`src/rtl/sensor_uart_pkg.sv`:
```
// Shared types and constants for the sensor frame packetiser.
// Frame layout: SYNC, {chan,seq}, data hi, data lo, XOR checksum.
package sensor_uart_pkg;

  localparam logic [7:0] SYNC_BYTE = 8'hA5;
  localparam int FRAME_LEN = 5;

  typedef enum logic [1:0] {
    IDLE,
    LOAD,
    SEND,
    WAIT
  } frame_state_t;

  typedef struct packed {
    logic [3:0]  chan;
    logic [15:0] data;
  } sample_t;

  typedef logic [FRAME_LEN-1:0][7:0] frame_t;

  function automatic frame_t build_frame(
    input sample_t    s,
    input logic [3:0] seq
  );
    frame_t f;
    f[0] = SYNC_BYTE;
    f[1] = {s.chan, seq};
    f[2] = s.data[15:8];
    f[3] = s.data[7:0];
    f[4] = f[0] ^ f[1] ^ f[2] ^ f[3];
    return f;
  endfunction

endpackage

```
`src/rtl/sync_fifo.sv`:
```
// Single-clock FIFO, pointer plus wrap bit for full/empty.
// Show-ahead read: rd_data is the head entry whenever !empty.
module sync_fifo #(
  parameter int WIDTH = 20,
  parameter int DEPTH = 8
) (
  input  logic             clk,
  input  logic             rst,
  input  logic             push,
  input  logic [WIDTH-1:0] wr_data,
  input  logic             pop,
  output logic [WIDTH-1:0] rd_data,
  output logic             full,
  output logic             empty
);

  localparam int AW = $clog2(DEPTH);

  logic [AW:0]      wr_ptr;
  logic [AW:0]      rd_ptr;
  logic [WIDTH-1:0] mem [DEPTH];

  assign empty = (wr_ptr == rd_ptr);
  assign full  = (wr_ptr[AW] != rd_ptr[AW]) &&
                 (wr_ptr[AW-1:0] == rd_ptr[AW-1:0]);
  assign rd_data = mem[rd_ptr[AW-1:0]];

  always_ff @(posedge clk) begin
    if (rst) begin
      wr_ptr <= '0;
      rd_ptr <= '0;
    end else begin
      if (push && !full) wr_ptr <= wr_ptr + 1'b1;
      if (pop && !empty) rd_ptr <= rd_ptr + 1'b1;
    end
  end

  always_ff @(posedge clk) begin
    if (push && !full) mem[wr_ptr[AW-1:0]] <= wr_data;
  end

endmodule

```
`src/rtl/sensor_frame_tx.sv`:
```
// Sensor sample packetiser: FIFO-buffered samples become 5-byte
// frames handed one byte at a time to a UART transmitter.
module sensor_frame_tx
  import sensor_uart_pkg::*;
#(
  parameter int FIFO_DEPTH = 8
) (
  input  logic        clk,
  input  logic        rst,
  input  logic        enable,
  input  logic        sample_valid,
  output logic        sample_ready,
  input  logic [15:0] sample_data,
  input  logic [3:0]  sample_chan,
  output logic        tx_start,
  output logic [7:0]  tx_data,
  input  logic        tx_busy,
  input  logic        tx_done,
  output logic        busy,
  output logic [15:0] frame_cnt
);

  frame_state_t state_q, state_d;

  sample_t    head;
  logic       full, empty, push;
  logic       pop, fire, next_byte, finish;
  frame_t     frame;
  logic [2:0] byte_idx;
  logic [3:0] seq;

  assign sample_ready = !full && !rst;
  assign push         = sample_valid && sample_ready;
  assign busy         = (state_q != IDLE) || !empty;

  sync_fifo #(
    .WIDTH($bits(sample_t)),
    .DEPTH(FIFO_DEPTH)
  ) u_fifo (
    .clk    (clk),
    .rst    (rst),
    .push   (push),
    .wr_data({sample_chan, sample_data}),
    .pop    (pop),
    .rd_data(head),
    .full   (full),
    .empty  (empty)
  );

  always_ff @(posedge clk) begin
    if (rst) state_q <= IDLE;
    else     state_q <= state_d;
  end

  always_comb begin
    state_d   = state_q;
    pop       = 1'b0;
    fire      = 1'b0;
    next_byte = 1'b0;
    finish    = 1'b0;
    unique case (state_q)
      IDLE: if (enable && !empty) state_d = LOAD;
      LOAD: begin
        pop     = 1'b1;
        state_d = SEND;
      end
      SEND: if (!tx_busy) begin
        fire    = 1'b1;
        state_d = WAIT;
      end
      WAIT: if (tx_done) begin
        if (byte_idx == 3'(FRAME_LEN - 1)) begin
          finish  = 1'b1;
          state_d = IDLE;
        end else begin
          next_byte = 1'b1;
          state_d   = SEND;
        end
      end
      default: state_d = IDLE;
    endcase
  end

  // Start/data are registered so the UART sees a clean one-cycle pulse
  always_ff @(posedge clk) begin
    if (rst) begin
      frame     <= '0;
      byte_idx  <= '0;
      seq       <= '0;
      frame_cnt <= '0;
      tx_start  <= 1'b0;
      tx_data   <= '0;
    end else begin
      tx_start <= fire;
      if (fire) tx_data <= frame[byte_idx];
      if (pop) begin
        frame    <= build_frame(head, seq);
        byte_idx <= '0;
      end
      if (next_byte) byte_idx <= byte_idx + 3'd1;
      if (finish) begin
        frame_cnt <= frame_cnt + 16'd1;
        seq       <= seq + 4'd1;
      end
    end
  end

endmodule

```
`config.mk`:
```
export PLATFORM = sky130hd
export DESIGN_NAME = sensor_frame_tx
export DESIGN_NICKNAME = d
export VERILOG_FILES = /design/src/rtl/sensor_uart_pkg.sv /design/src/rtl/sync_fifo.sv /design/src/rtl/sensor_frame_tx.sv
export SDC_FILE = /design/constraint.sdc
export NUM_CORES = 1
export LEC_CHECK = 0
export BUFFER_PORTS_ARGS = -buffer_cell sky130_fd_sc_hd__buf_2
export CORE_MARGIN = 5
export CORE_UTILIZATION = 30
export DETAILED_ROUTE_END_ITERATION = 6
export MAX_ROUTING_LAYER = met4
export SKIP_LAST_GASP = 1
export SLEW_MARGIN = 20
export SYNTH_ARGS = -nofsm -noshare
export SYNTH_HDL_FRONTEND = slang
export SYNTH_SLANG_ARGS = --single-unit
```
`constraint.sdc`:
```
create_clock -name clk -period 4.3 [get_ports clk]
set_input_delay 0.86 -clock clk [delete_from_list [all_inputs] [get_ports clk]]
set_output_delay 0.86 -clock clk [all_outputs]
set_load 0.1 [all_outputs]
```
==> metrics.csv, run 1 <==
stage,metric,value,unit
outcome,outcome,"complete, no violations",
flow_run,max_cap viols,0,
place,routability cong.,0.736,
power_and_ir_drop,LEAKAGE,3.62,nW
synthesis,register area share after synthesis,67.5,%
timing,post-route worst setup slack,1270,ps
route,initial detailed-routing violation count,298,
synthesis,Synth async-reset ratio,0,%
synthesis,Post-synth EDFFs,160,
global_route,GR Overflow Total,0,
cts,clk buf depth,3,
worst_setup_path,cell with the largest stage delay on the worst path,dfxtp_1,
hold_path,hold crit path type,register to register,
floorplanning,site row count,65,
route,M1 WL,8.92,mm
cts,clock transition at the registers of the reported paths,60,ps
synthesis,"FF+latch count, synth",238,
synthesis,Syn Std Cell Area,9430,um^2
worst_setup_path,cell family with most CP delay,flip-flops,
worst_setup_path,CP endpoint kind,primary output,
route,drt pass-1 iters,4,
timing,fmax,0.330,GHz
synthesis,ys flop type,edfxtp_1,
timing,# setup viols final,0,
worst_setup_path,crit-path max cell delay,570,ps
route,drt total wl,19.1,mm
floorplanning,core area,31300,um^2
route,highest routed metal layer,met4,
route,Vias,5083,
cts,CTS H-tree lvls,1,
power_and_ir_drop,Tot Pwr,5.18,mW
power_and_ir_drop,net switching share of the total power,21.6,%
route,mean routed wirelength per cell,17.5,um
floorplanning,Die W,187,um
synthesis,most common cell in the netlist,edfxtp_1,
place,Post-DP Area,10200,um^2
global_route,largest net degree at the start of global routing,77,
floorplanning,die area,35100,um^2
cells_and_area,Nets,704,
cts,CTS Hold Bufs,0,
power_and_ir_drop,PD cells,466,nW/um^2
cells_and_area,share of layout cells above drive strength 1,26.7,%
worst_setup_path,"Req. time, crit path",3440,ps
floorplanning,Initial Utilization,30.1,%
global_route,first-pass GRT wire length,30.5,mm
synthesis,Post-Syn Nets,645,
timing,actual slew at the worst max-slew pin,1130,ps
floorplanning,die height,187,um
route,Via density,4.63,
timing,WHS,457,ps
timing,final period utilization,70.6,%
floorplanning,Boundary Pins,53,
worst_setup_path,Crit path arrival time,2170,ps
global_route,vias in the first global route,5176,
timing,relative slew slack,24.2,%
worst_setup_path,Setup Crit Path Kind,register to primary output,
cts,Worst-Skew Late Latency,540,ps
route,met2 WL,8.79,mm
power_and_ir_drop,Max VDD drop,0.290,mV
route,post-route ant nets,0,
place,IO buf count,52,
synthesis,"Avg Cell Area, Syn",15.4,um^2
worst_setup_path,crit-path max FO,8,
timing,max-slew violations,0,
timing,Final Hold Violating Endpoints,0,
synthesis,Synth top cells by count,"edfxtp_1 (160), nor2_1 (84), dfxtp_1 (78)",
cts,total clock sinks,238,
worst_setup_path,Crit path buffers/inverters,1,
route,routed length on met3,1.05,mm
timing,final critical-path required period,3030,ps
power_and_ir_drop,power share of the clock group,45.5,%
worst_setup_path,crit-path cells,"xnor2_1, nand4_1, or3_1, buf_2",
place,post-detail-place hpwl,11.6,mm
cts,Post CTS Setup Buffer Count,0,
cts,TritonCTS clock tree,yes,
global_route,initial antenna violation count,3,
cts,Root Driver,clkbuf_16,
synthesis,synthesis warning total,0,
timing,Setup TNS Final,0,ps
power_and_ir_drop,Logic pwr share,5.6,%
cts,post-CTS sizing,0,
synthesis,Yosys top cell area share,50.9,%
synthesis,Yosys top cell by area,edfxtp_1,
synthesis,synth top area cells,"edfxtp_1 (51%), dfxtp_1 (17%), mux4_2 (11%), nor2_1 (3.3%), a211oi_1 (1.8%)",
power_and_ir_drop,P_sw,1.12,mW
global_route,Total GRT Usage,11.2,%
route,DRC errors left,0,
power_and_ir_drop,register share of total power,48.8,%
synthesis,Synth Instances,613,
worst_setup_path,CP startpoint kind,register,
cells_and_area,post-route cell area,11100,um^2
cts,CTS buffer count,26,
synthesis,"Distinct cells, synth",39,
timing,RSZ-0062 raised after global routing,no,
power_and_ir_drop,P_int,4.06,mW
timing,clock skew,32.6,ps
place,Placed Cells,1046,
cells_and_area,P&R area growth vs syn,18.0,%
cells_and_area,Final Non-Filler Cells,1097,
cells_and_area,final core utilization,35.5,%
place,Post-Place Setup Slack,1610,ps
==> worst min-delay path, cell delays in order (launching register included) <==
cell and delay, ps:
dfxtp_1 310, nand2_1 50, a21oi_1 50
==> layer usage <==
layer	vias up	global-route usage, %
li1	2455	-
met4	0	2.42
met5	-	-
met2	109	17.0
met3	30	2.59
met1	2489	15.4
==> logic make-up (layout without fill, tap and decap cells) <==
family / Yosys count / in the layout / synth area share (%)
DFF: 238 / 238 / 67.5
buffers and inverters: 40 / 119 / 2.04
AOI/OAI and AO/OA: 52 / 52 / 4.10
adders and majority gates: 6 / 6 / 0.796
muxes: 72 / 72 / 13.9
xor gates and xnor gates: 37 / 37 / 3.75
other: 0 / 3 / 0
and+or+nand+nor: 168 / 168 / 7.92
==> placed cells by master, fill, tap and decap left out, types with 3 or more instances in the layout <==
cell         n
a2111oi_2    4
a211oi_1    22
a21oi_1     14
a22oi_1      8
and3_1       4
buf_2       52
buf_4       14
bufinv_16    5
clkbuf_1     4
clkbuf_16   26
clkbuf_8     3
clkinv_2     7
dfxtp_1     75
dfxtp_2      3
diode_2      3
edfxtp_1   160
ha_1         6
inv_1        4
mux2_2      10
mux2i_1     16
mux4_2      44
nand2_1     28
nand2b_1     4
nand3_1      7
nand4_1      9
nor2_1      81
nor2_2       3
nor3_1      14
nor3_2       4
nor4_1       3
xnor2_1     17
xor2_1      18
==> flip-flops by register name, indices dropped and copies added, names as in the netlist, named ones only <==
name           cells
byte_idx           3
seq                4
state_q            2
u_fifo.wr_ptr      4
frame_cnt         16
tx_data            8
u_fifo.rd_ptr      4
frame             33
tx_start           1
u_fifo.mem       160
==> power by group through the flow <==
stage                     clock, mW  combinational [mW]  sequential [mW]
final                          2.36               0.292             2.53
after detailed placement          0               0.298             2.58
after CTS                      2.42               0.299             2.53
after floorplan                   0               0.194             2.59
after global routing           2.52               0.322             2.54
after global placement            0               0.296             2.58
==> cell type report <==
| cell class | instances | area, um^2 |
|---|---|---|
| multi-input cells | 335 | 2930 |
| clock inverters | 15 | 218 |
| flip-flops and latches | 238 | 6370 |
| well taps | 402 | 503 |
| repair buffers | 66 | 365 |
| inverters | 5 | 18.8 |
| clock buffers | 33 | 707 |
| fillers | 2912 | 20200 |
| diodes | 3 | 7.51 |
==> path summary, 6_finish.rpt <==
kind	from	end	slack (ps)	cells past startpoint
worst max-delay path	u_fifo.wr_ptr[1]	busy	1270	4
worst min-delay path	frame[8]	frame[8]	460	2
worst max register to register	register	frame[39]	1660	5
worst min register to register	frame[8]	frame[8]	460	2
Note: power is estimated with default switching activity, not from simulation.
==> inputs of run 2 (changes only) <==
clock period = 2.6 ns   (was 4.3 ns; I/O delays follow)
==> metrics.csv, run 2 (same netlist as run 1, synthesis figures left out) <==
stage,metric,value,unit
floorplanning,Initial Utilization,30.1,%
global_route,vias in the first global route,5259,
cts,TritonCTS clock tree,yes,
power_and_ir_drop,Max VDD drop,0.433,mV
timing,clock skew,15.5,ps
power_and_ir_drop,net switching share of the total power,22.5,%
cts,CTS Hold Bufs,0,
cells_and_area,multi-input logic area,3040,um^2
timing,RSZ-0062 raised after global routing,no,
global_route,GR Util met2,17.9,%
route,drt total wl,19.7,mm
worst_setup_path,Setup Crit Path Kind,register to primary output,
worst_setup_path,Crit path arrival time,2000,ps
cts,CTS buffer count,26,
cells_and_area,"commonest non-fill, non-tap cell in the layout",edfxtp_1,
floorplanning,Boundary Pins,53,
global_route,met1 Resource Use GR,15.7,%
route,initial detailed-routing violation count,290,
timing,final critical-path required period,2520,ps
power_and_ir_drop,P_sw,1.87,mW
place,IO buf count,52,
timing,# setup viols final,0,
timing,max-slew violations,0,
timing,Final Hold Violating Endpoints,0,
cells_and_area,Nets,713,
worst_setup_path,CP startpoint kind,register,
global_route,first-pass GRT wire length,31.2,mm
floorplanning,Die W,187,um
hold_path,hold crit path type,primary input to register,
cts,Post CTS Setup Buffer Count,0,
power_and_ir_drop,Logic pwr share,6.4,%
cts,total clock sinks,238,
cts,CTS H-tree lvls,1,
cts,Worst-Skew Late Latency,530,ps
cts,clk buf depth,3,
floorplanning,die area,35100,um^2
power_and_ir_drop,register share of total power,50.4,%
cells_and_area,final core utilization,36.4,%
cts,clock transition at the registers of the reported paths,60,ps
cells_and_area,most frequent cells in the layout,"edfxtp_1 (160), nor2_1 (81), dfxtp_1 (73), buf_2 (50), mux4_2 (44)",
route,DRC errors left,0,
cells_and_area,max reg flops,160,
route,post-route ant nets,0,
floorplanning,core area,31300,um^2
place,routability cong.,0.746,
worst_setup_path,"Req. time, crit path",2080,ps
global_route,largest net degree at the start of global routing,77,
timing,final period utilization,96.8,%
cells_and_area,filler cell count,2892,
place,post-detail-place hpwl,11.9,mm
cells_and_area,Register Area,6370,um^2
place,Post-Place Setup Slack,294,ps
power_and_ir_drop,P_int,6.42,mW
power_and_ir_drop,LEAKAGE,3.67,nW
cts,Root Driver,clkbuf_16,
global_route,initial antenna violation count,5,
cells_and_area,P&R area growth vs syn,20.7,%
global_route,met3 Track Usage GR,2.67,%
power_and_ir_drop,power share of the clock group,43.1,%
timing,post-route worst setup slack,84.3,ps
route,Via density,4.69,
timing,actual slew at the worst max-slew pin,991,ps
global_route,Total GRT Usage,11.5,%
route,mean routed wirelength per cell,17.8,um
worst_setup_path,CP endpoint kind,primary output,
power_and_ir_drop,PD cells,728,nW/um^2
global_route,global route hottest layer,met2,
floorplanning,site row count,65,
route,Vias,5196,
route,drt pass-1 iters,4,
floorplanning,die height,187,um
flow_run,max_cap viols,0,
timing,Setup TNS Final,0,ps
cells_and_area,share of layout cells above drive strength 1,28.4,%
worst_setup_path,crit-path max FO,8,
global_route,GR Overflow Total,0,
outcome,outcome,"complete, no violations",
timing,fmax,0.397,GHz
timing,WHS,254,ps
timing,relative slew slack,33.3,%
==> run 2: metal layers <==
metal  share of wire, %  wire [um]
met1                 46       9100
met2                 47       9200
met3                5.5       1090
met4                1.6        318
met5                  0          0
==> run 2: worst paths after layout <==
kind | startpoint | slack, ps | to | cells past startpoint
worst max-delay path | u_fifo.wr_ptr[0] | 80 | busy | 4
worst min-delay path | sample_data[14] | 250 | u_fifo.mem[7][14] | 1
worst max register to register | register | 330 | frame[37] | 6
worst min register to register | frame[8] | 450 | frame[8] | 2
==> run 2: timing repair <==
item                                    in CTS  in global routing
resized for setup                            4                  2
endpoints found under the hold margin        0                  0
endpoints found under the setup margin       1                  1
==> run 2: metrics by stage <==
step / area (um^2) / cells / power (mW)
global route: 11400 / 1108 / 8.62
CTS: 11400 / 1103 / 8.40
detailed placement: 10500 / 1055 / 4.80
global placement: 10500 / 1055 / 4.79
floorplan: 9620 / 613 / 4.64
finish: 11400 / 1108 / 8.29
==> run 2: area by class of cell <==
type / count / area share, %
tap: 402 / 4.42
multi-input combinational: 335 / 26.7
antenna: 5 / 0.110
sequential: 238 / 56.0
clock inverter: 16 / 1.34
clock buffer: 32 / 6.09
timing repair buffer: 75 / 5.16
inverter: 5 / 0.165
==> run 2: worst max-delay path, cell delays in order, from the launching register on <==
cell,delay (ps)
dfxtp_2,470
xnor2_2,190
nand4_1,190
or3_1,380
buf_4,250
==> run 2: power groups by stage <==
stage	sequential, mW	combinational (mW)	clock, mW
2_1_floorplan	4.29	0.345	0
3_3_place_gp	4.26	0.527	0
3_5_place_dp	4.26	0.537	0
4_1_cts	4.18	0.539	3.68
5_1_grt	4.19	0.580	3.85
6_report	4.18	0.535	3.57
